**src/rtl/mux_scan_ctrl.sv**
```systemverilog
// Scan sequencer for an 8:1 single-bit mux: steps sel across enabled channels, dwells, samples.
// Optional continuous re-scan mode is compiled in with `define MUX_SCAN_CONT_EN.
`timescale 1ns/1ps

module mux_scan_ctrl #(
    parameter int unsigned DWELL = 2
) (
    input  logic       clk,
    input  logic       rst,
    input  logic       start,
`ifdef MUX_SCAN_CONT_EN
    input  logic       cont,
`endif
    input  logic [7:0] mask,
    input  logic       mux_in,
    output logic [2:0] sel,
    output logic       busy,
    output logic       done,
    output logic [7:0] data
);

    typedef enum logic [1:0] {StIdle, StScan, StDone} state_e;

    localparam logic [3:0] DwellLoad = 4'(DWELL - 1);

    state_e     state_q, state_d;
    logic [2:0] sel_q, sel_d;
    logic [7:0] mask_q, mask_d;
    logic [7:0] data_q, data_d;
    logic [3:0] cnt_q, cnt_d;
    logic [7:0] remaining;
    logic       launch;

    function automatic logic [2:0] lowest_set(input logic [7:0] m);
        logic [2:0] idx;
        idx = 3'd0;
        for (int i = 7; i >= 0; i--) begin
            if (m[i]) idx = 3'(i);
        end
        return idx;
    endfunction

`ifdef MUX_SCAN_CONT_EN
    logic cont_q, cont_d;

    // cont is captured on the edge entering DONE; it re-launches from the DONE cycle.
    assign launch = start | (cont_q & (state_q == StDone));
`else
    assign launch = start;
`endif

    always_comb begin
        state_d   = state_q;
        sel_d     = sel_q;
        mask_d    = mask_q;
        data_d    = data_q;
        cnt_d     = cnt_q;
        remaining = mask_q;
        unique case (state_q)
            StIdle, StDone: begin
                state_d = StIdle;
                sel_d   = 3'd0;
                if (launch) begin
                    data_d = 8'h00;
                    if (mask != 8'h00) begin
                        state_d = StScan;
                        mask_d  = mask;
                        sel_d   = lowest_set(mask);
                        cnt_d   = DwellLoad;
                    end else begin
                        state_d = StDone;
                        mask_d  = 8'h00;
                    end
                end
            end
            StScan: begin
                if (cnt_q == 4'd0) begin
                    data_d[sel_q] = mux_in;
                    remaining     = mask_q & ~(8'd1 << sel_q);
                    mask_d        = remaining;
                    // Lower bits are already cleared, so the lowest remaining bit is the next one up.
                    if (remaining != 8'h00) begin
                        sel_d = lowest_set(remaining);
                        cnt_d = DwellLoad;
                    end else begin
                        state_d = StDone;
                        sel_d   = 3'd0;
                    end
                end else begin
                    cnt_d = cnt_q - 4'd1;
                end
            end
            default: state_d = StIdle;
        endcase
    end

`ifdef MUX_SCAN_CONT_EN
    always_comb begin
        cont_d = 1'b0;
        if (state_d == StDone) cont_d = cont;
    end

    always_ff @(posedge clk) begin
        if (rst) cont_q <= 1'b0;
        else     cont_q <= cont_d;
    end
`endif

    always_ff @(posedge clk) begin
        if (rst) begin
            state_q <= StIdle;
            sel_q   <= 3'd0;
            mask_q  <= 8'h00;
            data_q  <= 8'h00;
            cnt_q   <= 4'd0;
        end else begin
            state_q <= state_d;
            sel_q   <= sel_d;
            mask_q  <= mask_d;
            data_q  <= data_d;
            cnt_q   <= cnt_d;
        end
    end

    assign sel  = sel_q;
    assign busy = (state_q == StScan);
    assign done = (state_q == StDone);
    assign data = data_q;

endmodule

```
**config.mk**
```make
export PLATFORM = sky130hd
export DESIGN_NAME = mux_scan_ctrl
export DESIGN_NICKNAME = d
export VERILOG_FILES = /design/src/rtl/mux_scan_ctrl.sv
export SDC_FILE = /design/constraint.sdc
export NUM_CORES = 1
export LEC_CHECK = 0
export BUFFER_PORTS_ARGS = -buffer_cell sky130_fd_sc_hd__buf_2
export CAP_MARGIN = 20
export CORE_MARGIN = 4
export CORE_UTILIZATION = 45
export CTS_BUF_LIST = sky130_fd_sc_hd__clkbuf_16
export CTS_CLUSTER_SIZE = 30
export DETAILED_ROUTE_END_ITERATION = 10
export MAX_ROUTING_LAYER = met4
export PLACE_DENSITY = 0.71
export SETUP_SLACK_MARGIN = 0.1
export SKIP_CTS_REPAIR_TIMING = 1
export SLEW_MARGIN = 20
export SYNTH_ARGS = -nofsm -noshare
export SYNTH_HDL_FRONTEND = slang
export SYNTH_SLANG_ARGS = --single-unit
```
**constraint.sdc**
```tcl
create_clock -name clk -period 1.83 [get_ports clk]
set_input_delay 0.0915 -clock clk [delete_from_list [all_inputs] [get_ports clk]]
set_output_delay 0.0915 -clock clk [all_outputs]
set_load 0.01 [all_outputs]
```
After elaboration in Yosys (flattened, before gate mapping)
Index checks and enable logic that the tools add are counted.

Add/subtract/negate cells: 1. Order comparisons: 2. Equal/unequal tests: 7. Shift operators: 1. Multiplexer cells: 41. Bitwise operators: 2. Reductions and logical operators: 11.

Operators with widths (number): $mux W3 (20); $mux W8 (5); $pmux W8 S2 (2); $mux W4 (4); $reduce_bool A8 Y1 (2); $and A8 B8 Y8 (1); $bwmux W8 (1); $mux W2 (4); $not A8 Y8 (1); $pmux W4 S2 (1); $shl A1 B3 Y8 const A (1); $ne A2 B2 Y1 const B (3); $pmux W3 S2 (1); $logic_not A4 Y1 (1); $lt A3 B4 Y1 const B (1); $pmux W2 S2 (1); $reduce_and A2 Y1 (2); $reduce_and A4 Y1 (1); $sub A4 B1 Y4 const B (1); $demux W1 S3 (1); $ge A3 B1 Y1 const B (1); $ne A3 B2 Y1 const B (1); $reduce_and A3 Y1 (1); $eq A2 B1 Y1 const B (1); 7 further kinds (7).

Register bits: 25. Bits of input ports: 12. Output and inout port bits: 13. Word-level logic and storage cells: 70.

Longest topological paths before layout
Word-level depth: 14. Depth in mapped cells: 8. Mapped depth without buffers: 7.

Worst setup path after synthesis
No wires, ideal clock.

Path kind: reg-to-reg. From: register sel_q[0], in the netlist sel[0]. To: register cnt_q[0]. Library setup time: 0.118 ns. Arrival time: 1.532 ns. Required time: 1.712 ns. Path slack: 0.179 ns. Stages on the path, launching flop included: 7. Path buffers: 1. Period minus slack after synthesis: 1.651 ns. Cell sequence: dfxtp_1 > buf_4 > or4bb_1 > o211ai_2 > and4b_1 > o21a_1 > a21oi_1.

Word-level cells in the longest chain between the ends: 6.

RTL lines: start, declared (RTL line 27) `logic [2:0] sel_q, sel_d;`; start signal, assigned (RTL line 118) `sel_q <= sel_d;`; $shl A1 B3 Y8 (RTL line 79) `remaining = mask_q & ~(8'd1 << sel_q);`; $not A8 Y8 (RTL line 79); $and A8 B8 Y8 (RTL line 79); $reduce_bool A8 Y1 (RTL line 82) `if (remaining != 8'h00) begin`; $ne A3 B2 Y1 (no line); $reduce_and A4 Y1 (no line); end signal, assigned (RTL line 121) `cnt_q <= cnt_d;`; end, declared (RTL line 30) `logic [3:0] cnt_q, cnt_d;`.

No other way between the ends. A chain may end at the register's enable or synchronous reset.

Final worst setup path
From: register cnt_q[1]. To: register sel_q[2], in the netlist sel[2].

Word-level cells in the longest chain between the ends: 3.

RTL lines: $logic_not A4 Y1 (RTL line 77) `if (cnt_q == 4'd0) begin`; $ne A2 B1 Y1 (no line); $reduce_and A2 Y1 (no line).

No other way between the ends.

==> impl_metrics.env <==
export IMPL_grt_pass1_vias=1296
export IMPL_cp_max_fo=6
export IMPL_clockRootBuffer="clkbuf_16"
export IMPL_hp_class="primary input to register"
export IMPL_globalplace_congestion=0.909
export IMPL_relSlewSlack_pct=64.4
export IMPL_ys_seq_area_share_pct=33.5
export IMPL_crit_buf_inv=1
export IMPL_multi_input_area_sq_um=936
export IMPL_vias=1524
export IMPL_hold_depth=3
export IMPL_diodes=0
export IMPL_synth_top_family_by_area="simple AND/OR/NAND/NOR gates"
export IMPL_worst_pin_slew_ns=0.527
export IMPL_placed_area_sq_mm=0.00171
export IMPL_critPathSlowestCell="dfxtp_1"
export IMPL_synth_simple_area_share_pct=27.7
export IMPL_power_switching_uw=511
export IMPL_crit_path_cell_trace="inv_2, ha_2, nor4b_4, nand2b_4, o41ai_1, a31oi_1, nor3_1"
export IMPL_synth_compound_area_share_pct=27.2
export IMPL_clock_fmax_ghz=0.599
export IMPL_synth_top_area_share_pct=33.5
export IMPL_ff2ff_path_depth=7
export IMPL_synth_area_mux_share_pct=3.35
export IMPL_cp_slowest_stage_delay_ns=0.35
export IMPL_timing_rr_end="sel[2]"
export IMPL_period_share_pct=91.3
export IMPL_syn_cell_area_sq_mm=0.00150
export IMPL_via_per_inst=5.58
export IMPL_hold_violations=0
export IMPL_cts_path_max_buffers=2
export IMPL_finalMaxSlewViolations=0
export IMPL_power_frac_comb_pct=30.4
export IMPL_area_growth_pct=24.3
export IMPL_grt_pass1_wl_um=6330
export IMPL_max_vdd_ir_drop_v=0.000452
export IMPL_first_pass_iters=4
export IMPL_timing_rr_start="cnt_q[1]"
export IMPL_p_per_area_mw_per_mm2=865
export IMPL_cp_required_ns=1.96
export IMPL_start_util_pct=47.8
export IMPL_clk_latency_ns=0.26
export IMPL_clk_pin_slew_worst_paths_ns=0.06
export IMPL_drt_wl_total_um=4050
export IMPL_syn_inst=196
export IMPL_setup_viol=0
export IMPL_die_w_um=65.6
export IMPL_clkPwrFrac_pct=30.1
export IMPL_ys_warn_count=0
export IMPL_hp_start="mask[7]"
export IMPL_fillCellCount=284
export IMPL_hold_end="mask_q[7]"
export IMPL_post_route_min_period_ns=1.67
export IMPL_post_drt_wl_per_cell_um=14.8
export IMPL_antenna_found_initial=0
export IMPL_port_buffers=24
export IMPL_drc=0
export IMPL_cp_end_kind="register"
export IMPL_fin_area_sq_mm=0.00186
export IMPL_synth_xor_area_share_pct=0
export IMPL_start_kind="register"
export IMPL_cts_tree="yes"
export IMPL_ys_seq_elements=25
export IMPL_grt_usage_pct=19.5
export IMPL_coreArea_sq_mm=0.00313
export IMPL_grt_max_degree=20
export IMPL_cts_htree_levels=1
export IMPL_seqPwrFrac_pct=39.4
export IMPL_skew_ns=0.00370
export IMPL_ios=25
export IMPL_first_iter_violations=131
export IMPL_switching_share_pct=31.8
export IMPL_dp_slack_ns=-0.0203
export IMPL_status="completed"
export IMPL_rrSetupSlack_ns=0.16
export IMPL_gr_total_overflow=0
export IMPL_rsz0062_at_grt="no"
export IMPL_cp_top_family="simple AND/OR/NAND/NOR gates"
export IMPL_synth_cell_types=46
export IMPL_arrival_ns=1.80
export IMPL_fin_ws_ns=0.160
export IMPL_nets=244
export IMPL_seqCellArea_sq_um=507
export IMPL_ant_nets=0
export IMPL_drive_gt1_share_pct=27.1
export IMPL_clock_sinks=25
export IMPL_ys_top_cells_by_area="dfxtp_1 33%, nor2_1 6.8%, a21oi_1 6.4%, o21ai_0 5.7%, mux2i_1 3.3%"
export IMPL_dp_hpwl_um=2770
export IMPL_synth_top_area_cell="dfxtp_1"
export IMPL_fin_util_pct=59.4
export IMPL_die_height_um=65.6
export IMPL_std_cell_rows=20
export IMPL_dieArea_sq_mm=0.00431
export IMPL_syn_num_nets=210
export IMPL_p_leak_nw=0.821
export IMPL_crit_type="register to register"
export IMPL_cts_buffers=3
export IMPL_synth_fa_ha_area_share_pct=1.67
export IMPL_maxCapViolCount=0
export IMPL_synth_area_per_cell_sq_um=7.63
export IMPL_intPower_mw=1.10
logic make-up after synthesis:
logic type / after synthesis
and+or+nand+nor: 79
AOI/OAI and AO/OA: 63
DFF: 25
buffers and inverters: 22
muxes: 5
adders and majority gates: 2
routing by layer:
| metal | vias up | part of all wire (%) | GRT usage, % |
|---|---|---|---|
| met5 | - | 0 | - |
| met4 | 0 | 1.7 | 6.74 |
| met3 | 7 | 8.4 | 3.76 |
| met2 | 67 | 42 | 24.9 |
| met1 | 680 | 48 | 29.8 |
| li1 | 770 | - | - |
state kept, by name, summed over array words and instances, names as in the netlist:
signal / count
mask_q: 8
cnt_q: 4
sel: 3
state_q: 2
data: 8
power by group through the flow:
stage,sequential [mW],clock (mW),combinational [mW]
after global routing,0.639,0.515,0.546
after floorplan,0.624,0,0.301
after detailed placement,0.634,0,0.433
after CTS,0.623,0.487,0.438
after global placement,0.632,0,0.434
final,0.633,0.484,0.489
synth_stat cells (all sizes together):
cell / instances
buf: 7
o221ai: 1
nor4b: 2
a22oi: 5
nor3b: 2
or3: 1
nor3: 3
and3b: 1
nand4b: 1
and2: 1
a21o: 5
nor4: 2
mux2i: 5
o211a: 1
a31oi: 2
a32oi: 1
nor2: 27
nand2: 13
nand4: 2
a311oi: 2
o211ai: 4
or3b: 1
and4b: 1
dfxtp: 25
clkbuf: 6
inv: 9
o31ai: 1
ha: 2
or4bb: 1
nor2b: 5
nand3b: 3
nand3: 5
o22ai: 1
o21a: 1
a221oi: 1
nand2b: 6
a21oi: 20
o21ai: 17
o41ai: 1
or2: 2
metrics by stage:
stage / hold slack [ns] / setup TNS, ns / total power [mW] / instances
2_1_floorplan: 0.228 / 0 / 0.925 / 196
3_3_place_gp: 0.366 / 0 / 1.07 / 265
3_5_place_dp: 0.371 / -0.0203 / 1.07 / 265
4_1_cts: 0.101 / -0.103 / 1.55 / 269
5_1_grt: 0.108 / 0 / 1.70 / 273
6_report: 0.0972 / 0 / 1.61 / 273
worst max-delay path by stage:
stage | start | endpoint | slack (ns) | cells past startpoint
global route | cnt_q[1] | mask_q[3] | 0.06 | 7
detailed placement | cnt_q[0] | mask_q[1] | -0.02 | 7
CTS | cnt_q[0] | mask_q[1] | -0.04 | 7
global placement | cnt_q[0] | data[5] | 0.07 | 7
finish | cnt_q[1] | sel[2] | 0.16 | 7
floorplan | sel[0] | cnt_q[0] | 0.18 | 6
layout make-up:
cell class / count / area share, %
sequential: 25 / 27.3
timing repair buffer: 41 / 13.3
inverter: 9 / 1.82
clock inverter: 1 / 0.202
clock buffer: 3 / 4.04
multi-input combinational: 150 / 50.4
tap: 44 / 2.96
worst min-delay path: stages:
cell and delay (ns):
buf_2 0.12, nand2_1 0.05, a21oi_1 0.05
placed cells by master (no fill, tap or decap), drive strengths merged, types with 4 or more instances in the layout:
master / netlist / routed
a22oi: 5 / 5
mux2i: 5 / 5
nor2: 27 / 27
o21ai: 17 / 17
o211ai: 4 / 4
nor2b: 5 / 5
dfxtp: 25 / 25
a21o: 5 / 6
nand2: 13 / 13
a21oi: 20 / 20
nand3: 5 / 5
nand2b: 6 / 6
inv: 9 / 10
buf: 7 / 41
Note: power is estimated with default switching activity, not from simulation.
